$ cat src/rtl/bcd_pkg.sv
// Shared types and constants for the digit-serial BCD subtractor.
package bcd_pkg;

    localparam int unsigned BCD_DIGIT_W   = 4;
    localparam int unsigned BCD_MAX_DIGIT = 9;

    typedef enum logic [1:0] {
        IDLE   = 2'd0,
        RUN    = 2'd1,
        NEGATE = 2'd2,
        DONE   = 2'd3
    } bcd_state_e;

    // True when a 4-bit code is not a legal BCD digit.
    function automatic logic digit_bad(input logic [BCD_DIGIT_W-1:0] d);
        return d > BCD_DIGIT_W'(BCD_MAX_DIGIT);
    endfunction

endpackage

$ cat src/rtl/bcd_digit_sub.sv
// Combinational single-digit BCD subtract cell: d = x - y - bi, wrapped by +10 on borrow.
module bcd_digit_sub
    import bcd_pkg::*;
(
    input  logic [BCD_DIGIT_W-1:0] x,
    input  logic [BCD_DIGIT_W-1:0] y,
    input  logic                   bi,
    output logic [BCD_DIGIT_W-1:0] d,
    output logic                   bo
);

    localparam int unsigned T_W = BCD_DIGIT_W + 1;

    logic [T_W-1:0] w_t;
    logic [T_W-1:0] w_t_adj;

    // Range of x-y-bi is [-16, 15], so the 5-bit sign bit is the borrow.
    assign w_t     = {1'b0, x} - {1'b0, y} - T_W'(bi);
    assign w_t_adj = w_t + T_W'(10);
    assign bo      = w_t[T_W-1];
    assign d       = bo ? w_t_adj[BCD_DIGIT_W-1:0] : w_t[BCD_DIGIT_W-1:0];

endmodule

$ cat src/rtl/bcd_serial_sub_ctrl.sv
// Digit-serial multi-digit BCD subtract controller driving one shared digit cell.
// Optional BCD_SIGNMAG_EN adds a NEGATE pass returning sign/magnitude results.
module bcd_serial_sub_ctrl
    import bcd_pkg::*;
#(
    parameter int unsigned DIGITS = 4
)
(
    input  logic                          clk,
    input  logic                          rst_n,
    input  logic                          in_valid,
    output logic                          in_ready,
    input  logic [BCD_DIGIT_W*DIGITS-1:0] a,
    input  logic [BCD_DIGIT_W*DIGITS-1:0] b,
    input  logic                          bin,
    output logic                          out_valid,
    input  logic                          out_ready,
    output logic [BCD_DIGIT_W*DIGITS-1:0] diff,
    output logic                          bout,
    output logic                          neg,
    output logic                          bad_digit,
    output logic                          busy
);

    localparam int unsigned IDX_W = (DIGITS > 1) ? $clog2(DIGITS) : 1;
    localparam logic [IDX_W-1:0] IDX_LAST = IDX_W'(DIGITS - 1);

    bcd_state_e r_state;
    bcd_state_e w_state_nxt;

    logic [IDX_W-1:0]                        r_idx;
    logic                                    r_borrow;
    logic [DIGITS-1:0][BCD_DIGIT_W-1:0]      r_a;
    logic [DIGITS-1:0][BCD_DIGIT_W-1:0]      r_b;
    logic [DIGITS-1:0][BCD_DIGIT_W-1:0]      r_diff;
    logic                                    r_bout;
    logic                                    r_neg;
    logic                                    r_bad;
    logic                                    r_in_ready;
    logic                                    r_out_valid;
    logic                                    r_busy;

    logic                   w_accept;
    logic                   w_step;
    logic                   w_last;
    logic                   w_bad_in;
    logic [BCD_DIGIT_W-1:0] w_x;
    logic [BCD_DIGIT_W-1:0] w_y;
    logic                   w_bi;
    logic [BCD_DIGIT_W-1:0] w_d;
    logic                   w_bo;

    assign w_last = (r_idx == IDX_LAST);

    // Any illegal digit in either incoming operand.
    always_comb begin
        w_bad_in = 1'b0;
        for (int unsigned i = 0; i < DIGITS; i++) begin
            w_bad_in = w_bad_in
                     | digit_bad(a[i*BCD_DIGIT_W +: BCD_DIGIT_W])
                     | digit_bad(b[i*BCD_DIGIT_W +: BCD_DIGIT_W]);
        end
    end

    // Operand mux for the shared cell; NEGATE computes 0 - diff.
    always_comb begin
        w_x  = '0;
        w_y  = '0;
        w_bi = r_borrow;
        if (r_state == RUN) begin
            w_x = r_a[r_idx];
            w_y = r_b[r_idx];
        end else if (r_state == NEGATE) begin
            w_y = r_diff[r_idx];
        end
    end

    bcd_digit_sub u_digit_sub (
        .x  (w_x),
        .y  (w_y),
        .bi (w_bi),
        .d  (w_d),
        .bo (w_bo)
    );

    always_ff @(posedge clk or negedge rst_n) begin
        if (!rst_n) begin
            r_state <= IDLE;
        end else begin
            r_state <= w_state_nxt;
        end
    end

    always_comb begin
        w_state_nxt = r_state;
        w_accept    = 1'b0;
        w_step      = 1'b0;
        case (r_state)
            IDLE: begin
                if (in_valid && r_in_ready) begin
                    w_accept    = 1'b1;
                    w_state_nxt = RUN;
                end
            end
            RUN: begin
                w_step = 1'b1;
                if (w_last) begin
`ifdef BCD_SIGNMAG_EN
                    w_state_nxt = w_bo ? NEGATE : DONE;
`else
                    w_state_nxt = DONE;
`endif
                end
            end
`ifdef BCD_SIGNMAG_EN
            NEGATE: begin
                w_step = 1'b1;
                if (w_last) begin
                    w_state_nxt = DONE;
                end
            end
`endif
            DONE: begin
                if (out_ready) begin
                    w_state_nxt = IDLE;
                end
            end
            default: begin
                w_state_nxt = IDLE;
            end
        endcase
    end

    // Operand capture, per-digit result write-back and final flags.
    always_ff @(posedge clk or negedge rst_n) begin
        if (!rst_n) begin
            r_a      <= '0;
            r_b      <= '0;
            r_diff   <= '0;
            r_idx    <= '0;
            r_borrow <= 1'b0;
            r_bout   <= 1'b0;
            r_neg    <= 1'b0;
            r_bad    <= 1'b0;
        end else if (w_accept) begin
            r_a      <= a;
            r_b      <= b;
            r_diff   <= '0;
            r_idx    <= '0;
            r_borrow <= bin;
            r_bout   <= 1'b0;
            r_neg    <= 1'b0;
            r_bad    <= w_bad_in;
        end else if (w_step) begin
            r_diff[r_idx] <= w_d;
            r_borrow      <= w_last ? 1'b0 : w_bo;
            r_idx         <= w_last ? '0 : r_idx + IDX_W'(1);
            if (w_last) begin
                if (r_state == RUN) begin
                    r_bout <= w_bo;
                end else begin
`ifdef BCD_SIGNMAG_EN
                    r_neg <= 1'b1;
`else
                    r_neg <= 1'b0;
`endif
                end
            end
        end
    end

    // Handshake/status flags registered from the next state.
    always_ff @(posedge clk or negedge rst_n) begin
        if (!rst_n) begin
            r_in_ready  <= 1'b0;
            r_out_valid <= 1'b0;
            r_busy      <= 1'b0;
        end else begin
            r_in_ready  <= (w_state_nxt == IDLE);
            r_out_valid <= (w_state_nxt == DONE);
            r_busy      <= (w_state_nxt != IDLE);
        end
    end

    assign in_ready  = r_in_ready;
    assign out_valid = r_out_valid;
    assign busy      = r_busy;
    assign diff      = r_diff;
    assign bout      = r_bout;
    assign bad_digit = r_bad;
`ifdef BCD_SIGNMAG_EN
    assign neg       = r_neg;
`else
    assign neg       = 1'b0;
`endif

endmodule

$ cat config.mk
export PLATFORM = sky130hd
export DESIGN_NAME = bcd_serial_sub_ctrl
export DESIGN_NICKNAME = d
export VERILOG_FILES = /design/src/rtl/bcd_pkg.sv /design/src/rtl/bcd_digit_sub.sv /design/src/rtl/bcd_serial_sub_ctrl.sv
export SDC_FILE = /design/constraint.sdc
export NUM_CORES = 1
export LEC_CHECK = 0
export BUFFER_PORTS_ARGS = -buffer_cell sky130_fd_sc_hd__buf_2
export CAP_MARGIN = 10
export CORE_MARGIN = 4
export CORE_UTILIZATION = 55
export DETAILED_ROUTE_END_ITERATION = 10
export PLACE_DENSITY = 0.77
export RECOVER_POWER = 25
export SYNTH_ARGS = -nofsm -noshare
export SYNTH_HDL_FRONTEND = slang
export SYNTH_SLANG_ARGS = --single-unit
$ cat constraint.sdc
create_clock -name clk -period 4.57 [get_ports clk]
set_clock_uncertainty 0.05 [all_clocks]
set_input_delay 1.1425 -clock clk [delete_from_list [all_inputs] [get_ports clk]]
set_output_delay 1.1425 -clock clk [all_outputs]
set_load 0.1 [all_outputs]
==> metrics.json <==
{
  "die_y_um": 80.8,
  "yosysWarnings": 0,
  "maxClockFrequency_mhz": 280,
  "sequential_cell_area_fraction_in_the_yosys_report": 0.498,
  "timing.max_slew.rel_slack": -0.0793,
  "htree_levels": 3,
  "routed-via-count": 2037,
  "grt_setup_unrepaired": "no",
  "grt_overflow": 0,
  "die_area_sq_mm": 0.00653,
  "worst-endpoint-arrival_ns": 3.73,
  "largest_fanout_on_the_critical_path": 8,
  "die_x_um": 80.8,
  "post_cts_hold_buffer_count": 0,
  "num_io_pins": 59,
  "maxSlewViolCount": 32,
  "required_ns": 4.73,
  "synth-seq-cells": 58,
  "num-fill-cells": 411,
  "synth.avg_cell_area_sq_um": 12.6,
  "post_route_cells_drive_above_1_share": 0.310,
  "flow.area_growth_from_synthesis_pct": 18.5,
  "post_synth_fa_ha_maj_area_fraction": 0.0523,
  "multi_input_comb_area_sq_mm": 0.00137,
  "clkSlewWorstSetupHoldPaths_ns": 0.06,
  "drt_first_iter_violations": 83,
  "synth_compound_gate_area_share": 0.0957,
  "cts_resized": 0,
  "hold_violations": 0,
  "grt_first_pass_wirelength_um": 10300,
  "antennaDiodeCount": 0,
  "syn_area_sq_mm": 0.00292,
  "dp.final_hpwl_um": 4680,
  "fin_nets": 341,
  "clk_latency_ns": 0.33,
  "final-setup-viol-count": 0,
  "initial_antenna_violation_count": 0,
  "cp-end-kind": "flop",
  "core_area_sq_mm": 0.00514,
  "fin_tns_setup_ns": 0,
  "cts_root_buf": "sky130_fd_sc_hd__clkbuf_8",
  "post_synth_and_or_nand_nor_area_fraction": 0.0811,
  "timing_worst_setup_path_type": "flop to flop",
  "grt_pass1_vias": 2068,
  "via_density_per_instance": 5.55,
  "post_drt_wl_per_cell_um": 16.8,
  "gp_routability_congestion": 0.894,
  "number_of_instances_in_the_synthesized_netlist": 232,
  "synth-edff-count": 0,
  "share_of_async_settable_or_async_resettable_flops_after_synthesis": 1.00,
  "placement.io_buffers": 57,
  "drt-pass1-iter-count": 4,
  "grt_max_degree": 44,
  "cts_tree": "yes",
  "layout_worst_path_cycle_share": 0.780,
  "grtUsageTotal": 0.212,
  "antenna_violating_nets_left": 0,
  "synth_mux_area_frac": 0.220,
  "maximum_count_of_clock_buffers_along_a_single_path": 2,
  "clock-sinks": 58,
  "placementRows": 26,
  "hold_path_class": "flop to flop",
  "start_util": 0.567,
  "period_minus_slack_ns": 3.57,
  "synthesis.nets": 280,
  "drv.max_cap_violation_count": 2,
  "cts_made_buffers": 9,
  "run_status": "finished with violations",
  "ff_latch_area_sq_mm": 0.00145,
  "worstMarginPinSlew_ns": 1.62,
  "yosys_most_used_dff": "sky130_fd_sc_hd__dfrtp_1",
  "ys_types": 38,
  "detail_route.wirelength_um": 6150,
  "post-cts-setup-buffers": 0,
  "combinational_family_with_the_most_area_after_synthesis": "multiplexers",
  "worstSetupStartpointType": "flop",
  "drc": 0,
  "failed_checks": "capacitance limit, slew limit",
  "synthXorXnorAreaFrac": 0.0210
}
-- Yosys cell counts, types with 3 or more instances --
| master | n | area, sq um |
|---|---|---|
| sky130_fd_sc_hd__dfrtp_1 | 58 | 1450 |
| sky130_fd_sc_hd__mux2_1 | 32 | 360 |
| sky130_fd_sc_hd__nand2_1 | 28 | 105 |
| sky130_fd_sc_hd__o21ai_1 | 15 | 75.1 |
| sky130_fd_sc_hd__mux4_2 | 12 | 270 |
| sky130_fd_sc_hd__o21ai_0 | 10 | 50.1 |
| sky130_fd_sc_hd__ha_1 | 9 | 113 |
| sky130_fd_sc_hd__a21oi_1 | 8 | 40.0 |
| sky130_fd_sc_hd__inv_1 | 8 | 30.0 |
| sky130_fd_sc_hd__buf_2 | 7 | 35.0 |
| sky130_fd_sc_hd__nor2_1 | 7 | 26.3 |
| sky130_fd_sc_hd__a22o_1 | 3 | 26.3 |
-- registers in the layout (all words and copies together), names as in the netlist --
signal     count
busy           1
diff          16
r_b           16
in_ready       1
r_a           16
r_state        2
bout           1
r_borrow       1
r_idx          2
bad_digit      1
out_valid      1
-- final timing paths --
| kind | from | endpoint | depth (start not counted) | slack [ns] |
|---|---|---|---|---|
| min in group asynchronous | rst_n | busy | 1 | 1.11 |
| setup reg to reg | r_idx[0] | diff[11] | 11 | 1.00 |
| hold / removal | r_a[13] | r_a[13] | 1 | 0.43 |
| hold reg to reg | r_a[13] | r_a[13] | 1 | 0.43 |
| max in group asynchronous | rst_n | r_b[7] | 2 | 1.19 |
| setup / recovery | r_idx[0] | diff[11] | 11 | 1.00 |
-- per-stage QoR --
step	setup WS (ns)	cell area, sq um	hold WS (ns)	std cells	utilization
after CTS	0.988	3460	0.433	367	0.674
after detailed placement	1.03	3260	0.419	352	0.634
after global routing	0.647	3460	0.448	367	0.673
after global placement	1.15	3260	0.414	352	0.634
after floorplan	1.08	2920	0.402	232	-
final	1.00	3460	0.431	367	0.673
-- critical path, cell delays in order, from the launching register on --
cell	delay (ns)
sky130_fd_sc_hd__dfrtp_1	0.61
sky130_fd_sc_hd__mux4_2	0.56
sky130_fd_sc_hd__a22o_1	0.26
sky130_fd_sc_hd__fa_1	0.38
sky130_fd_sc_hd__inv_1	0.11
sky130_fd_sc_hd__fa_1	0.45
sky130_fd_sc_hd__ha_1	0.24
sky130_fd_sc_hd__nor4bb_1	0.29
sky130_fd_sc_hd__a21oi_1	0.09
sky130_fd_sc_hd__o211ai_2	0.13
sky130_fd_sc_hd__xnor2_4	0.17
sky130_fd_sc_hd__o21ai_1	0.10
-- area by class of cell --
type | instances | area share
Timing Repair Buffer | 61 | 0.0898
Multi-Input combinational cell | 155 | 0.397
Sequential cell | 58 | 0.420
Tap cell | 70 | 0.0253
Inverter | 8 | 0.00869
Clock inverter | 2 | 0.0101
Clock buffer | 13 | 0.0489
-- metal layers --
metal  track usage  part of all wire  up-vias
met5             0                 0        -
met4        0.0895             0.018        0
met3        0.0410             0.061       11
met2         0.356              0.50       66
met1         0.271              0.42     1005
li1              -                 -      955
-- layout by cell type, fill, tap and decap left out, drive strengths merged, types with 3 or more instances in the layout --
cell / instances
clkbuf: 15
mux2: 32
o21ai: 25
a21oi: 9
buf: 59
nor2: 7
inv: 8
mux4: 12
ha: 9
dfrtp: 58
nand2: 28
a22o: 3
-- logic make-up (layout without fill, tap and decap cells) --
group / Yosys count / after routing
adders and majority gates: 11 / 11
muxes: 45 / 45
xor gates and xnor gates: 4 / 4
DFF: 58 / 58
buffers and inverters: 19 / 84
and+or+nand+nor: 47 / 47
AOI/OAI and AO/OA: 47 / 47
other: 1 / 1
Power is left out: the tool's default activity adds up to more than one toggle a clock period on the data nets, which glitch-free logic cannot reach.
